**config.mk**
```make
export PLATFORM = sky130hd
export DESIGN_NAME = switch_box_param
export DESIGN_NICKNAME = d
export VERILOG_FILES = /design/src/rtl/sb_pkg.sv /design/src/rtl/sb_track_mux.sv /design/src/rtl/switch_box_param.sv
export SDC_FILE = /design/constraint.sdc
export NUM_CORES = 1
export LEC_CHECK = 0
export ABC_AREA = 1
export BUFFER_PORTS_ARGS = -buffer_cell sky130_fd_sc_hd__buf_4
export CAP_MARGIN = 0
export CORE_MARGIN = 1.5
export CORE_UTILIZATION = 56
export CTS_CLUSTER_SIZE = 14
export DETAILED_ROUTE_END_ITERATION = 7
export PLACE_DENSITY = 0.77
export SKIP_CTS_REPAIR_TIMING = 1
export SLEW_MARGIN = 20
export SYNTH_ARGS = -nofsm -noshare
export SYNTH_HDL_FRONTEND = slang
export SYNTH_SLANG_ARGS = --single-unit
export TNS_END_PERCENT = 30
```
**constraint.sdc**
```tcl
create_clock -name clk -period 5.4 [get_ports clk]
set_input_delay 1.08 -clock clk [delete_from_list [all_inputs] [get_ports clk]]
set_output_delay 1.08 -clock clk [all_outputs]
set_load 0.01 [all_outputs]
```
**src/rtl/sb_pkg.sv**
```systemverilog
// Shared constants and helper functions for the parametrised switch box.
package sb_pkg;

    localparam int SB_SIDES      = 4;
    localparam int SB_CFG_WORD_W = 32;

    // Select field width: enough codes for 3 side sources plus every PE output.
    function automatic int sb_sel_w(input int num_pe);
        return $clog2(3 + num_pe);
    endfunction

    // Number of 32-bit configuration words holding one (sel, reg_en) field per output.
    function automatic int sb_cfg_words(input int tracks, input int num_pe);
        int f;
        f = sb_sel_w(num_pe) + 1;
        return (SB_SIDES * tracks * f + SB_CFG_WORD_W - 1) / SB_CFG_WORD_W;
    endfunction

    // Side feeding mux input k of an output on side s.
    function automatic int sb_src_side(input int s, input int k);
        return (s + 1 + k) % SB_SIDES;
    endfunction

    // Track feeding mux input k of output (s, t).
    function automatic int sb_src_track(input int t, input int s, input int k, input int tracks);
        return (t + s + k) % tracks;
    endfunction

endpackage

```
**src/rtl/sb_track_mux.sv**
```systemverilog
// One switch-box output: NSRC-way select mux (zero for unused codes), a capture
// flop that clocks every cycle, and a reg_en bypass choosing flop or mux.
module sb_track_mux #(
    parameter int WIDTH = 1,
    parameter int NSRC  = 4,
    parameter int SEL_W = 2
) (
    input  logic                    clk,
    input  logic                    reset,
    input  logic [NSRC*WIDTH-1:0]   srcs,
    input  logic [SEL_W-1:0]        sel,
    input  logic                    reg_en,
    output logic [WIDTH-1:0]        out
);

    logic [WIDTH-1:0] pipe_d;
    logic [WIDTH-1:0] pipe_q;

    // Source select; codes at or above NSRC drive zero.
    always_comb begin
        pipe_d = '0;
        for (int k = 0; k < NSRC; k++) begin
            if (sel == SEL_W'(k)) begin
                pipe_d = srcs[k*WIDTH +: WIDTH];
            end
        end
    end

    // Capture flop runs regardless of reg_en so toggling reg_en adds no bubble.
    always_ff @(posedge clk or posedge reset) begin
        if (reset) begin
            pipe_q <= '0;
        end else begin
            pipe_q <= pipe_d;
        end
    end

    assign out = reg_en ? pipe_q : pipe_d;

endmodule

```
**src/rtl/switch_box_param.sv**
```systemverilog
// Parametrised routing switch box with a double-buffered configuration bank.
// Optional feature macro: SB_CFG_READBACK_EN adds a registered shadow-bank read port.
module switch_box_param
    import sb_pkg::*;
#(
    parameter int  WIDTH     = 1,
    parameter int  TRACKS    = 4,
    parameter int  NUM_PE    = 1,
    localparam int NSRC      = 3 + NUM_PE,
    localparam int SEL_W     = sb_sel_w(NUM_PE),
    localparam int F         = SEL_W + 1,
    localparam int CFG_WORDS = sb_cfg_words(TRACKS, NUM_PE),
    localparam int ADDR_W    = (CFG_WORDS > 1) ? $clog2(CFG_WORDS) : 1
) (
    input  logic                            clk,
    input  logic                            reset,
    input  logic [SB_SIDES*TRACKS*WIDTH-1:0] in_wires,
    input  logic [NUM_PE*WIDTH-1:0]         pe_outputs,
    input  logic                            config_en,
    input  logic [ADDR_W-1:0]               config_addr,
    input  logic [SB_CFG_WORD_W-1:0]        config_data,
    input  logic                            config_commit,
`ifdef SB_CFG_READBACK_EN
    input  logic [ADDR_W-1:0]               config_rd_addr,
    output logic [SB_CFG_WORD_W-1:0]        config_rd_data,
`endif
    output logic [SB_SIDES*TRACKS*WIDTH-1:0] out_wires
);

    // Only the bits that hold fields are stored; padding bits always read as 0.
    localparam int CFG_BITS = SB_SIDES * TRACKS * F;

    logic [CFG_BITS-1:0] shadow;
    logic [CFG_BITS-1:0] active;

    // Shadow writes and commit; a same-cycle commit copies the pre-write shadow.
    always_ff @(posedge clk or posedge reset) begin
        if (reset) begin
            shadow <= '0;
            active <= '0;
        end else begin
            if (config_commit) begin
                active <= shadow;
            end
            if (config_en) begin
                for (int b = 0; b < CFG_BITS; b++) begin
                    if (config_addr == ADDR_W'(b / SB_CFG_WORD_W)) begin
                        shadow[b] <= config_data[b % SB_CFG_WORD_W];
                    end
                end
            end
        end
    end

`ifdef SB_CFG_READBACK_EN
    localparam int PAD_W = CFG_WORDS * SB_CFG_WORD_W;

    logic [PAD_W-1:0]         shadow_pad;
    logic [SB_CFG_WORD_W-1:0] rd_d;
    logic [SB_CFG_WORD_W-1:0] rd_q;

    assign shadow_pad = PAD_W'(shadow);

    // Readback word select; out-of-range addresses match no word and return 0.
    always_comb begin
        rd_d = '0;
        for (int w = 0; w < CFG_WORDS; w++) begin
            if (config_rd_addr == ADDR_W'(w)) begin
                rd_d = shadow_pad[w*SB_CFG_WORD_W +: SB_CFG_WORD_W];
            end
        end
    end

    // Readback register: one cycle from address to data.
    always_ff @(posedge clk or posedge reset) begin
        if (reset) begin
            rd_q <= '0;
        end else begin
            rd_q <= rd_d;
        end
    end

    assign config_rd_data = rd_q;
`endif

    for (genvar s = 0; s < SB_SIDES; s++) begin : g_side
        for (genvar t = 0; t < TRACKS; t++) begin : g_track
            localparam int OUT_IDX = s * TRACKS + t;

            logic [NSRC*WIDTH-1:0] srcs;

            for (genvar k = 0; k < 3; k++) begin : g_src
                localparam int SRC_IDX = sb_src_side(s, k) * TRACKS + sb_src_track(t, s, k, TRACKS);
                assign srcs[k*WIDTH +: WIDTH] = in_wires[SRC_IDX*WIDTH +: WIDTH];
            end
            assign srcs[3*WIDTH +: NUM_PE*WIDTH] = pe_outputs;

            sb_track_mux #(
                .WIDTH (WIDTH),
                .NSRC  (NSRC),
                .SEL_W (SEL_W)
            ) u_mux (
                .clk    (clk),
                .reset  (reset),
                .srcs   (srcs),
                .sel    (active[OUT_IDX*F +: SEL_W]),
                .reg_en (active[OUT_IDX*F + SEL_W]),
                .out    (out_wires[OUT_IDX*WIDTH +: WIDTH])
            );
        end
    end

endmodule

```
==> results_dict.tcl <==
set metrics [dict create \
    outcome "finished, final reports clean" \
    start_util 0.5708 \
    via_per_inst 5.111 \
    reg2reg_slack_ns 4.50 \
    required_ns 4.32 \
    die_x_um 96.83 \
    relSlewSlack 0.4199 \
    cts_tree "yes" \
    cap_violations 0 \
    r2r_start "active[15]" \
    root_buffer "clkbuf_8" \
    area_growth_pct 12.03 \
    synthCells 587 \
    routed_wl_um 10190 \
    power_leakage_uw 0.002866 \
    tns_ns 0 \
    cp-start-kind "primary input" \
    grt_overflow_total 0 \
    path_max_fanout 16 \
    coreArea_um2 8636 \
    drive_gt1_frac 0.1451 \
    endpoint_kind "primary output" \
    synthDistinctLibCells 15 \
    hold_start "shadow[17]" \
    die_h_um 96.83 \
    gp_routability_congestion 0.8632 \
    ios 70 \
    cts_inserted_buffers 9 \
    yosysSeqAreaShare 0.5685 \
    finalHoldViolCount 0 \
    path_clk_slew_ns 0.10 \
    syn_area_per_cell_um2 8.398 \
    grt_max_degree 97 \
    first_iter_violations 249 \
    track_usage 0.2307 \
    timing.hold.ws_ns 0.4791 \
    skew_ns 0.008230 \
    finalSetupViolCount 0 \
    finalMaxSlewViolations 0 \
    fin_nets 683 \
    worstReg2RegEnd "g_side[1].g_track[1].u_mux.pipe_q" \
    synth_nets 641 \
    period_needed_ns 2.850 \
    die_area_um2 9375 \
    whs_path_depth 2 \
    path_class "in -> out" \
    fmax_ghz 0.3509 \
    drtAntennaViolNets 0 \
    rr_worst_depth 4 \
    grt_setup_unrepaired "no" \
    max-vdd-ir-drop_mv 0.1544 \
    drc 0 \
    vias 3792 \
    first_pass_iters 4 \
    netlist_area_um2 4930 \
    io_buffers 69 \
    powerDensity_nw_per_um2 335.1 \
    tightest_slew_ns 0.8671 \
    wire_per_inst_um 13.73 \
    worst_ep_arrival_time_ns 1.77 \
    min_to "shadow[17]" \
    diodes 0 \
    clockBufferDepth 2 \
    hold_path.class "reg -> reg" \
    antenna_found_initial 0 \
    cts.sinks 112 \
    mostFrequentLayoutCell "nand2_1" \
    grt_pass1_vias 3871 \
    clock_latency_ns 0.36 \
    placementRows 34 \
    dp_hpwl_um 7076 \
    ys_ff_latch 112 \
    grt_pass1_wl_um 17490 \
    yosys_warnings 0 \
    fin_crit_sh 0.5278 \
    mostFrequentLayoutCells "208 x nand2_1, 112 x dfrtp_1, 75 x o21ai_0, 70 x buf_4" \
    h-tree-depth 3 \
]
## kinds of logic (layout without fill, tap and decap cells)
logic type	count (synthesis)	in the layout	synth area share
flops	112	112	0.5685
compound gates	80	80	0.08350
simple gates	290	290	0.2462
buf+inv	105	152	0.1018
## worst max-delay path, stage by stage
cell and delay [ns]:
buf_4 0.22, nand2_1 0.08, nand3_1 0.12, nand3_1 0.08, nand2_1 0.07, buf_4 0.11
## per-stage QoR
stage	instance area, um2	worst slack [ns]	utilization	total power (uW)	instances
2_1_floorplan	4930	1.361	-	1295	587
3_3_place_gp	5339	2.575	0.6182	1377	726
3_5_place_dp	5339	2.561	0.6182	1396	726
4_1_cts	5523	2.551	0.6395	1857	742
5_1_grt	5523	2.469	0.6395	1954	742
6_report	5523	2.550	0.6395	1851	742
## synthesized netlist by cell type
library cell / instances / area share
buf_4: 19 / 0.029
dfrtp_1: 112 / 0.57
clkbuf_1: 6 / 0.0046
o21ai_0: 75 / 0.076
nand2_1: 208 / 0.16
buf_6: 3 / 0.0069
o21ai_1: 2 / 0.0020
nand2_2: 2 / 0.0025
and2_1: 16 / 0.020
o21ai_2: 3 / 0.0053
nand3_1: 64 / 0.065
inv_2: 1 / 0.00076
inv_1: 65 / 0.049
buf_2: 10 / 0.010
clkbuf_2: 1 / 0.0010
## layer usage
| layer | part of all wire | GRT usage |
|---|---|---|
| met5 | 0 | 0 |
| met4 | 0.022 | 0.1003 |
| met3 | 0.041 | 0.03540 |
| met2 | 0.48 | 0.3765 |
| met1 | 0.46 | 0.3084 |
## worst max-delay path by stage
stage,endpoint,slack (ns),cells past startpoint,start
5_1_grt,out_wires[5],2.47,6,pe_outputs
3_5_place_dp,out_wires[11],2.56,6,pe_outputs
6_report,out_wires[5],2.55,6,pe_outputs
4_1_cts,out_wires[11],2.55,6,pe_outputs
2_1_floorplan,active[0],1.36,1,reset
3_3_place_gp,out_wires[4],2.58,6,pe_outputs
## state kept, by name, summed over array words and instances (netlist names)
signal,cells
shadow,48
active,48
g_side.g_track.u_mux.pipe_q,16
## report_power, final
part           total, uW  internal [uW]  switching [uW]
sequential          1020            957            63.7
clock                471            204             267
combinational        359            155             204
total               1850           1320             534
## area by class of cell
class,instances,area (um2)
Inverter,66,250.2
Timing Repair Buffer,70,525.5
Clock inverter,3,15.01
Clock buffer,13,168.9
Fill cell,742,3113
Sequential cell,112,2803
Tap cell,108,135.1
Multi-Input combinational cell,370,1625
Note: power is estimated with default switching activity, not from simulation.
